<file path="src/rtl/ram16_arbiter.sv">
// ram16_arbiter: two-port round-robin access controller for the 4x4 async RAM16.
// Each access is sequenced setup -> strobe/sample -> hold so address and data
// are stable around the asynchronous write strobe.
//
// Handshake (per port X = a/b): the requester raises x_req with x_wr/x_addr/
// x_wdata stable and keeps them until x_gnt. x_gnt is a one-cycle pulse that
// marks the fields as latched; x_req may drop any time afterwards. x_done is a
// one-cycle pulse when the access has finished (read data valid on x_rdata).
// An x_req still high in the x_done cycle is taken as a fresh request.
module ram16_arbiter #(
  parameter int WR_PULSE = 1
) (
  input  logic       clk,
  input  logic       rst_n,
  input  logic       a_req,
  input  logic       b_req,
  input  logic       a_wr,
  input  logic       b_wr,
  input  logic [1:0] a_addr,
  input  logic [1:0] b_addr,
  input  logic [3:0] a_wdata,
  input  logic [3:0] b_wdata,
  output logic       a_gnt,
  output logic       b_gnt,
  output logic       a_done,
  output logic       b_done,
  output logic [3:0] a_rdata,
  output logic [3:0] b_rdata,
  output logic       busy,
  output logic       ram_en,
  output logic       ram_we,
  output logic [1:0] ram_a,
  output logic [3:0] ram_d,
  input  logic [3:0] ram_q,
  output logic [2:0] state_dbg
);

  typedef enum logic [2:0] {
    S_IDLE   = 3'd0,
    S_SETUP  = 3'd1,
    S_STROBE = 3'd2,
    S_HOLD   = 3'd3,
    S_SAMPLE = 3'd4
  } state_t;

  state_t     state;
  state_t     state_nxt;
  logic       last;        // last granted port: 0 = A, 1 = B
  logic       op_port;     // port being serviced
  logic       op_wr;       // latched access direction
  logic [1:0] cnt;         // remaining strobe cycles minus one
  logic       grant;       // some request is pending
  logic       grant_port;  // port that wins arbitration this cycle

  // Arbitration: a lone request wins; on a tie the port not served last wins.
  always_comb begin
    grant      = a_req | b_req;
    grant_port = 1'b0;
    if (a_req && b_req) grant_port = ~last;
    else                grant_port = b_req;
  end

  // Next-state logic and state-decoded outputs.
  always_comb begin
    state_nxt = state;
    busy      = (state != S_IDLE);
    ram_en    = (state != S_IDLE);
    ram_we    = (state != S_STROBE);
    a_gnt     = (state == S_SETUP) && !op_port;
    b_gnt     = (state == S_SETUP) &&  op_port;
    state_dbg = state;
    case (state)
      S_IDLE:   if (grant) state_nxt = S_SETUP;
      S_SETUP:  state_nxt = op_wr ? S_STROBE : S_SAMPLE;
      S_STROBE: if (cnt == 2'd0) state_nxt = S_HOLD;
      S_HOLD:   state_nxt = S_IDLE;
      S_SAMPLE: state_nxt = S_IDLE;
      default:  state_nxt = S_IDLE;
    endcase
  end

  // State register; also flags an illegal strobe width in simulation.
  always_ff @(posedge clk) begin
    assert (WR_PULSE >= 1 && WR_PULSE <= 4)
      else $error("ram16_arbiter: WR_PULSE=%0d outside 1..4", WR_PULSE);
    if (!rst_n) state <= S_IDLE;
    else        state <= state_nxt;
  end

  // Operation registers, strobe counter, completion pulses and read data.
  always_ff @(posedge clk) begin
    if (!rst_n) begin
      last    <= 1'b1;
      op_port <= 1'b0;
      op_wr   <= 1'b0;
      ram_a   <= 2'd0;
      ram_d   <= 4'd0;
      cnt     <= 2'd0;
      a_done  <= 1'b0;
      b_done  <= 1'b0;
      a_rdata <= 4'd0;
      b_rdata <= 4'd0;
    end else begin
      a_done <= 1'b0;
      b_done <= 1'b0;
      // Address/data only ever change here, on the grant edge.
      if (state == S_IDLE && grant) begin
        op_port <= grant_port;
        last    <= grant_port;
        op_wr   <= grant_port ? b_wr    : a_wr;
        ram_a   <= grant_port ? b_addr  : a_addr;
        ram_d   <= grant_port ? b_wdata : a_wdata;
      end
      if (state == S_SETUP)                     cnt <= 2'(WR_PULSE - 1);
      else if (state == S_STROBE && cnt != 2'd0) cnt <= cnt - 2'd1;
      if (state == S_HOLD || state == S_SAMPLE) begin
        if (op_port) b_done <= 1'b1;
        else         a_done <= 1'b1;
      end
      if (state == S_SAMPLE) begin
        if (op_port) b_rdata <= ram_q;
        else         a_rdata <= ram_q;
      end
    end
  end

endmodule

</file>
<file path="config.mk">
export PLATFORM = sky130hd
export DESIGN_NAME = ram16_arbiter
export DESIGN_NICKNAME = d
export VERILOG_FILES = /design/src/rtl/ram16_arbiter.sv
export SDC_FILE = /design/constraint.sdc
export NUM_CORES = 1
export LEC_CHECK = 0
export ABC_AREA = 1
export CAP_MARGIN = 5
export CELL_PAD_IN_SITES_DETAIL_PLACEMENT = 1
export CELL_PAD_IN_SITES_GLOBAL_PLACEMENT = 1
export CORE_ASPECT_RATIO = 1.5
export CORE_MARGIN = 2
export CORE_UTILIZATION = 30
export DETAILED_ROUTE_END_ITERATION = 7
export PLACE_DENSITY = 0.86
export SLEW_MARGIN = 20
export SYNTH_ARGS = -nofsm -noshare
export SYNTH_HDL_FRONTEND = slang
export SYNTH_SLANG_ARGS = --single-unit
export TNS_END_PERCENT = 50
</file>
<file path="constraint.sdc">
create_clock -name clk -period 1.8 [get_ports clk]
set_input_delay 0.45 -clock clk [delete_from_list [all_inputs] [get_ports clk]]
set_output_delay 0.45 -clock clk [all_outputs]
set_load 0.05 [all_outputs]
</file>
==> summary.md <==
| Metric | Value |
|---|---|
| Die Wd | 54.0 µm |
| CP Data Required Time | 1.35 ns |
| Worst setup path startpoint | state_dbg[0] |
| TNS Setup | 0 ns |
| Via Count | 1194 |
| DRC violations left | 0 |
| Power Density | 912 nW/µm² |
| CTS H-tree depth | 1 |
| Antenna viol nets, final | 0 |
| Ys Warns | 0 |
| Syn Inst Count | 169 |
| Clock Path Buffers | 2 |
| Status | finished clean |
| Avg Cell Area, Syn | 6.65 µm² |
| Critical path peak fanout | 4 |
| Hold path start | cnt[0] |
| Hold Crit Depth | 2 |
| Fmax | 583 MHz |
| PortBufs | 45 |
| Vias per std cell | 4.61 |
| RSZ-0062 raised after global routing | no |
| Hold Fails Final Rpt | 0 |
| Num rows | 27 |
| GR Util All Layers | 15.3% |
| CTS tree | done |
| Hold WS | 0.464 ns |
| Seq cells post-synth | 24 |
| Compound-gate portion of the synthesized area | 6.46% |
| DRT iter0 DRCs | 11 |
| Crit Path Class | flip-flop to primary output |
| TritonCTS Buffers | 3 |
| CP endpoint kind | primary output |
| Crit path launch type | flip-flop |
| Max rail drop VDD | 0.426 mV |
| Count of cell types in the netlist | 17 |
| Routed WL per cell | 11.2 µm |
| Final HPWL DP | 2330 µm |
| Register area share after synthesis | 42.8% |
| Clock root buffer | clkbuf_8 |
| Slew of the pin with the lowest slew margin | 0.380 ns |
| Die Ht | 79.0 µm |
| Routability cong. | 0.676 |
| Static Leak | 0.797 nW |
| CTS clk-pin slew, worst paths | 0.08 ns |
| Cell area after layout | 1720 µm² |
| Critical R2R Launch | state_dbg[2] |
| Max Cap Viol | 0 |
| # nets final | 240 |
| CP max stage delay | 0.38 ns |
| Arrival @ worst endpoint | 1.26 ns |
| Overflow after GRT | 0 |
| I/O pin count | 46 |
| Routed WL | 2900 µm |
| Core area | 3610 µm² |
| Number of global-route vias before repair | 1154 |
| Hold Path Class | flip-flop to flip-flop |
| Largest net degree at the start of global routing | 15 |
| Capturing point of the worst reg2reg path | ram_a[0] |
| Mapped cell area | 1120 µm² |
| First-pass GRT wire length | 4930 µm |
| Synth Area in Simple Gates | 37.4% |
| Hold Path End | cnt[0] |
| Final period util | 95.2% |
| Max_slew headroom | 74.6% |
| Minimum clock period | 1.71 ns |
| Pins over their slew limit | 0 |
| Syn Nets | 192 |
| CTS Hold Bufs | 0 |
| Clock Latency Late Sink | 0.27 ns |
| CTS sink count | 24 |
| Power consumption | 1.57 mW |
| Main combinational cell family by area after synthesis | simple AND/OR/NAND/NOR gates |
| Drt first pass iters | 4 |
| Layout cells sized above 1 | 20.8% |
| Mux share of post-synthesis cell area | 0% |
| Initial antenna violation count | 0 |
| # Post-CTS Setup Buffers | 0 |
| Skew final | 0.00458 ns |
| WP buf/inv | 3 |
| Post-synthesis xor/xnor area fraction | 0% |
| P&R area growth vs syn | 53.0% |
| Critical path, cell by cell | inv_1, nor3_4, inv_2, nor2_2, buf_12 |
| Final Util | 47.6% |
| Final Setup Violations | 0 |
| Reg-to-reg slack, setup | 0.52 ns |
| Die Area | 4260 µm² |
| Ant diodes | 0 |
| Worst path slowest cell | dfxtp_4 |
| Initial core utilization | 31.1% |
| Fraction of the mapped netlist area in adder cells | 1.11% |
| CP top delay family | flip-flops |
| Placed Area | 1650 µm² |
| FF-to-FF path depth | 6 |
## per-layer routing
| metal | GRT usage, % | routed length (µm) | vias to the layer above |
|---|---|---|---|
| li1 | - | - | 613 |
| met2 | 27.6 | 1540 | 35 |
| met5 | 0 | 0 | - |
| met3 | 2.63 | 153 | 5 |
| met1 | 17.1 | 1150 | 541 |
| met4 | 6.00 | 48 | 0 |
## where the power goes
part / internal, mW / leakage [nW] / switching [mW]
registers: 0.577 / 0.198 / 0.0387
logic: 0.224 / 0.570 / 0.366
clock network: 0.195 / 0.0288 / 0.166
total: 0.996 / 0.797 / 0.571
## kinds of logic after synthesis
logic type,after synthesis
simple gates,97
buf+inv,33
flops,24
compound gates,14
fa+ha+maj,1
## synth_stat cells
| master | count | area, µm² |
|---|---|---|
| a21oi_1 | 11 | 55.1 |
| buf_2 | 2 | 10.0 |
| buf_4 | 3 | 22.5 |
| clkbuf_1 | 2 | 7.51 |
| dfxtp_1 | 24 | 480 |
| ha_1 | 1 | 12.5 |
| inv_1 | 26 | 97.6 |
| nand2_1 | 46 | 173 |
| nand2_2 | 1 | 6.26 |
| nand3_1 | 4 | 20.0 |
| nand3_2 | 1 | 10.0 |
| nand4_1 | 10 | 62.6 |
| nor2_1 | 31 | 116 |
| nor2_4 | 2 | 22.5 |
| nor3_1 | 2 | 10.0 |
| o211ai_1 | 1 | 7.51 |
| o21ai_0 | 2 | 10.0 |
## flip-flops by register name, summed over array words and instances (netlist names), 2 cells and up
name	cells
state_dbg	3
ram_d	4
ram_a	2
cnt	2
a_rdata	4
b_rdata	4
## cell usage in the layout, fill, tap and decap left out
cell and count:
nand2_1 46, nor2_1 29, inv_1 25, buf_4 23, clkdlybuf4s50_1 21, dfxtp_1 20
a21oi_1 11, nand4_1 10, buf_12 6, nand3_1 4, clkbuf_8 4, dfxtp_2 3
nor2_4 2, nor2_2 2, o21ai_0 2, nand2_2 1, nor3_4 1, inv_2 1
nand3_2 1, nor3_1 1, o211ai_1 1, ha_1 1, dfxtp_4 1
## worst max-delay path by stage
stage	end	slack, ns	cells after the start
floorplan	a_gnt	-0.05	3
global placement	ram_d[1]	0.07	7
detailed placement	ram_d[2]	0.04	7
CTS	a_gnt	0.002	5
global route	b_gnt	0.003	5
finish	b_gnt	0.09	5
## layout make-up
class | instances | area (µm²)
clock buffer | 4 | 55.1
tap | 43 | 53.8
inverter | 26 | 97.6
timing repair buffer | 50 | 503
fill | 450 | 1900
sequential | 24 | 488
multi-input combinational | 112 | 522
## metrics by stage
stage / instances / worst slack, ns
global route: 259 / 0.00340
CTS: 259 / 0.00178
global placement: 255 / 0.0708
floorplan: 169 / -0.0538
detailed placement: 255 / 0.0409
finish: 259 / 0.0862
## tightest hold or removal path, stage by stage (launching register included)
cell     delay [ns]
dfxtp_1        0.32
nand2_1        0.06
a21oi_1        0.05
## what timing repair did
item,in CTS,in global routing
endpoints found under the setup margin,2,2
pin swaps,0,1
gates resized for setup,1,5
hold endpoints to repair,0,0
Power figures use the tool's default switching activity.
